$ cat src/rtl/ysyx_23060072_stage_buffer.sv
// ysyx_23060072_stage_buffer: DEPTH-entry valid/ready pipeline buffer with hold, flush and bubble control
module ysyx_23060072_stage_buffer #(
   parameter int                CTRL_W      = 16,
   parameter int                DATA_W      = 128,
   parameter int                DEPTH       = 2,
   parameter logic [CTRL_W-1:0] CTRL_BUBBLE = '0,
   parameter bit                PASS_READY  = 1'b1
) (
   input  logic                         clk,
   input  logic                         rst,
   input  logic                         in_valid,
   output logic                         in_ready,
   input  logic [CTRL_W-1:0]            in_ctrl,
   input  logic [DATA_W-1:0]            in_data,
   output logic                         out_valid,
   input  logic                         out_ready,
   output logic [CTRL_W-1:0]            out_ctrl,
   output logic [DATA_W-1:0]            out_data,
   input  logic                         hold_i,
   input  logic                         flush_i,
   output logic [$clog2(DEPTH+1)-1:0]   count_o
);
   localparam int CW = $clog2(DEPTH+1);
   localparam int PW = DEPTH > 1 ? $clog2(DEPTH) : 1;
   localparam logic [CW-1:0] FULL = CW'(DEPTH);
   localparam logic [PW-1:0] LAST = PW'(DEPTH-1);

   logic [CTRL_W-1:0] ctrl_mem [DEPTH];
   logic [DATA_W-1:0] data_mem [DEPTH];
   logic [PW-1:0]     rd_ptr, wr_ptr;
   logic [CW-1:0]     count;
   logic              enq, deq;

   // handshake decode and head presentation; the full-buffer bypass only exists when PASS_READY is set
   always_comb begin
      out_valid = count != '0;
      in_ready  = !hold_i && !flush_i && (count != FULL || (PASS_READY && out_ready));
      enq       = in_valid && in_ready;
      deq       = out_valid && out_ready && !hold_i;
      out_ctrl  = out_valid ? ctrl_mem[rd_ptr] : CTRL_BUBBLE;
      out_data  = data_mem[rd_ptr];
      count_o   = count;
   end

   // storage and pointers: reset clears everything, flush only rewinds, hold freezes
   always_ff @(posedge clk) begin
      if (rst) begin
         count    <= '0;
         rd_ptr   <= '0;
         wr_ptr   <= '0;
         ctrl_mem <= '{default: '0};
         data_mem <= '{default: '0};
      end else if (flush_i) begin
         count  <= '0;
         rd_ptr <= '0;
         wr_ptr <= '0;
      end else if (!hold_i) begin
         if (enq) begin
            ctrl_mem[wr_ptr] <= in_ctrl;
            data_mem[wr_ptr] <= in_data;
            wr_ptr           <= wr_ptr == LAST ? '0 : wr_ptr + 1'b1;
         end
         if (deq) rd_ptr <= rd_ptr == LAST ? '0 : rd_ptr + 1'b1;
         if (enq && !deq) count <= count + 1'b1;
         else if (!enq && deq) count <= count - 1'b1;
      end
   end
endmodule

$ cat config.mk
export PLATFORM = sky130hd
export DESIGN_NAME = ysyx_23060072_stage_buffer
export DESIGN_NICKNAME = d
export VERILOG_FILES = /design/src/rtl/ysyx_23060072_stage_buffer.sv
export SDC_FILE = /design/constraint.sdc
export NUM_CORES = 1
export LEC_CHECK = 0
export CAP_MARGIN = 15
export CORE_MARGIN = 2
export CORE_UTILIZATION = 37
export CTS_CLUSTER_DIAMETER = 60
export DETAILED_ROUTE_END_ITERATION = 12
export MAX_ROUTING_LAYER = met4
export PLACE_DENSITY = 0.67
export SYNTH_ARGS = -nofsm -noshare
export SYNTH_HDL_FRONTEND = slang
export SYNTH_SLANG_ARGS = --single-unit
$ cat constraint.sdc
create_clock -name clk -period 4.95 [get_ports clk]
set_input_delay 0.99 -clock clk [delete_from_list [all_inputs] [get_ports clk]]
set_output_delay 0.99 -clock clk [all_outputs]
set_load 0.05 [all_outputs]
==> results.md <==
- The proportion of synthesized chip area in sequential cells is 42.5%.
- Data arrives at the worst endpoint at 2950 ps.
- The hold-critical path depth is 2.
- The depth of the worst register-to-register path is 4.
- The largest net degree at the start of global routing is 199.
- The hold violation count in the final report was 0.
- For this run, the number of Yosys warnings is 0.
- The area of the mapped netlist is 0.0138 mm2.
- The final RePlAce weighted congestion is 0.758.
- The max-slew violation count is 0.
- The number of global-route vias before repair was 10,300.
- The quantity of gates resized following cts is 0.
- The sum of routed wire length over all layers is 33.0 mm.
- In the final routed layout, each cell accounts on average for 16.2 um.
- After synthesis, the largest family of logic cells by area is multiplexers.
- The slowest stage of the critical path belongs to the cell sky130_fd_sc_hd__dfxtp_4.
- For this design, the CTS-stage hold fixing added 0 buffers.
- The utilization after layout is 49.7%.
- In this run the remaining antenna-violating nets after routing total 0.
- In this run the biggest area consumer among cell types represents 42.5% of the synthesized area.
- The number of CTS-inserted buffers is 34.
- The first global-routing pass estimated 53.4 mm of wire.
- The flow ran to the end, and the final reports show no timing, DRC or antenna violations.
- The worst setup path category is flop to output port.
- The area fraction in compound gates after synthesis is 0.336%.
- In this run the standard cell core region covers 0.0366 mm2.
- The share of the clock period used by the worst path after layout is 79.6%.
- The H-tree generated during clock tree synthesis spans 2 levels.
- Based on the critical path, the design can be clocked at up to 0.254 GHz.
- The synthesized design spends more area on one cell type than any other, namely sky130_fd_sc_hd__dfxtp_1.
- The distinct cell type count after synthesis is 24.
- At the worst endpoint, the required time is 3960 ps.
- After the first detailed-routing iteration, the DRC count stood at 323.
- Synthesis produced a netlist whose cell count is 1,298.
- STA classifies the critical path startpoint as a flop.
- Among cell families on the critical path, the largest total delay comes from buffers and inverters.
- The initial utilization of the core area, before any placement, comes to 37.6%.
- The later-pin clock latency in the skew report is 510 ps.
- The synthesized netlist devotes 20.9% of its cell area to simple gates.
- The maximum clock skew at final layout is 12.2 ps.
- The summed area of non-filler cells in the final layout is 0.0182 mm2.
- The worst path needs 3940 ps of the cycle, external delays included.
- Counting flops and latches in the post-synthesis netlist gives 292.
- Summed over all layers, the global routing overflow is 0.
- The number of primary I/O pins is 298.
- The routed layout has 9,686 vias.
- The half-perimeter wire length after detailed placement is 20.9 mm.
- A synthesized cell averages 10.6 um2.
- The relative slew slack is 46.5%.
- Setup repair after global routing left no endpoint under its margin.
- After detailed routing, the number of remaining DRC violations is 0.
- The area growth from synthesis to layout is 32.2%.
- The cell count along the critical path is 3.
- The layout net count is 1,696.
- The XOR/XNOR share of the synthesized area is 0.0637%.
- The CTS tree is built.
- The number of sinks on the clock net is 292.
- The power density relative to cell area is 305 mW/mm2.
- For the final routed database, the setup TNS stands at 0 ps.
- In this run the horizontal extent of the chip is 197 um.
- The worst setup path is captured at an output port.
- In this run the deepest clock path goes through 3 buffers.
- The post-synthesis mux area share is 32.6%.
- The largest vdd supply drop is 0.249 mV.
- In this run the static leakage power is 0.00735 uW.
- The adder-cell share of the synthesized area is 0.0909%.
- The share of layout cells above drive strength 1 is 12.8%.
- The min-delay analysis places its worst path in the category flop to flop.
- The via-per-instance ratio is 4.75.
- The die is 197 um tall.
- The area enclosed by the die boundary is 0.0387 mm2.
- When the netlist entered floorplanning its net count stood at 1,449.
- The clock tree root buffer cell is sky130_fd_sc_hd__clkbuf_16.
- In the post-synthesis netlist, the biggest area contributors are sky130_fd_sc_hd__dfxtp_1, sky130_fd_sc_hd__mux2i_1, sky130_fd_sc_hd__nand2b_1, sky130_fd_sc_hd__mux2_2, sky130_fd_sc_hd__clkbuf_1.
- The number of iterations in the first detailed-routing pass is 4.
- Hold timing on the final database bottoms out at a slack of 469 ps.
- The largest fanout of any net on the critical path is 43.
- The row count is 70.
- The initial antenna violation count is 1.
- The count of buffers added by post-CTS timing repair for setup is 0.
- The clock-pin slew on the worst setup and hold paths is 60 ps.
- The count of max-cap constraint violations is 0.
- The number of setup violations in the final report is 0.
- At the pin with the least slew margin, the transition time is 803 ps.
- Once placement finished, the instance area stood at 0.0171 mm2.
- The number of buffers and inverters on the critical path is 2.
- The signal on the critical path passes through buf_4, mux2_2, clkdlybuf4s50_1.
- Buffers placed on the I/O ports in this run total 297.
- The all-layer global routing usage is 17.3%.
- The largest single stage delay on the critical path is 850 ps.
==> routing by layer <==
metal | vias up | global-route usage, % | routed length, um | share of wire, %
li1 | 4835 | - | - | -
met1 | 4576 | 21.0 | 15000 | 45
met2 | 223 | 27.6 | 14900 | 45
met3 | 52 | 5.24 | 2220 | 6.7
met4 | 0 | 5.54 | 830 | 2.5
met5 | - | - | 0 | 0
==> state kept, by name, summed over array words and instances, names as in the netlist <==
register / flops
data_mem: 256
ctrl_mem: 32
count_o: 2
rd_ptr: 1
wr_ptr: 1
==> path summary, 6_finish.rpt <==
path,to,slack [ps],startpoint
worst min register to register,data_mem[228],470,data_mem[228]
worst max register to register,data_mem[234],2710,count_o[1]
worst min-delay path,data_mem[228],470,data_mem[228]
worst max-delay path,out_data[121],1010,rd_ptr
==> area by class of cell <==
| cell class | count | area, um2 |
|---|---|---|
| antenna | 2 | 5.00 |
| clock buffer | 54 | 1070 |
| clock inverter | 6 | 58.8 |
| fill | 3338 | 18400 |
| inverter | 2 | 7.51 |
| multi-input combinational | 905 | 7450 |
| sequential | 292 | 5850 |
| tap | 468 | 586 |
| timing repair buffer | 310 | 3160 |
==> synth_stat cells, drive strengths merged <==
cell type  number
nor4            2
nand2b        434
or4             2
mux2i         304
clkbuf         68
o31ai           1
or3             2
o21ai           2
nor4b           1
dfxtp         292
inv             2
buf            31
nor3b           1
a21oi           4
mux2          128
xor2            1
or4b            1
ha              1
nor2           17
or2             2
nor3            1
o41ai           1
==> logic make-up (layout without fill, tap and decap cells) <==
| family | Yosys count | after routing |
|---|---|---|
| flops | 292 | 292 |
| xor+xnor | 1 | 1 |
| other cells | 0 | 2 |
| buf+inv | 101 | 372 |
| simple gates | 463 | 463 |
| compound gates | 8 | 8 |
| mux | 432 | 432 |
| fa+ha+maj | 1 | 1 |
==> power by group <==
part	leakage (uW)	switching, uW	internal (uW)
Sequential	0.00236	22.2	2400
Combinational	0.00443	307	305
Clock	0.000558	976	1530
Total	0.00735	1310	4230
==> layout by cell type, fill, tap and decap left out, drive strengths merged <==
cell type	synthesis	routed
nor3b	1	1
nor4b	1	1
nor4	2	2
o21ai	2	2
nand2b	434	434
or4	2	2
clkbuf	68	55
o41ai	1	1
mux2i	304	304
ha	1	1
inv	2	3
diode	0	2
clkdlybuf4s50	0	296
buf	31	13
or3	2	2
nor3	1	1
mux2	128	128
or4b	1	1
nor2	17	17
clkinv	0	4
o31ai	1	1
xor2	1	1
a21oi	4	4
dfxtp	292	292
or2	2	2
bufinv	0	1
==> stage by stage <==
| stage | std cells | setup slack (ps) | power (uW) |
|---|---|---|---|
| 3_3_place_gp | 1977 | 1270 | 3080 |
| 4_1_cts | 2037 | 936 | 5630 |
| 5_1_grt | 2038 | 890 | 5760 |
| 6_report | 2039 | 1010 | 5540 |
| 2_1_floorplan | 1298 | 1680 | 2840 |
| 3_5_place_dp | 1977 | 1250 | 3080 |
==> worst register-to-register path, cell delays in order, from the launching register on <==
cell and delay [ps]:
sky130_fd_sc_hd__dfxtp_1 400, sky130_fd_sc_hd__nor3b_2 500, sky130_fd_sc_hd__or4_1 730, sky130_fd_sc_hd__buf_4 330, sky130_fd_sc_hd__mux2i_1 210
Power figures use the tool's default switching activity.
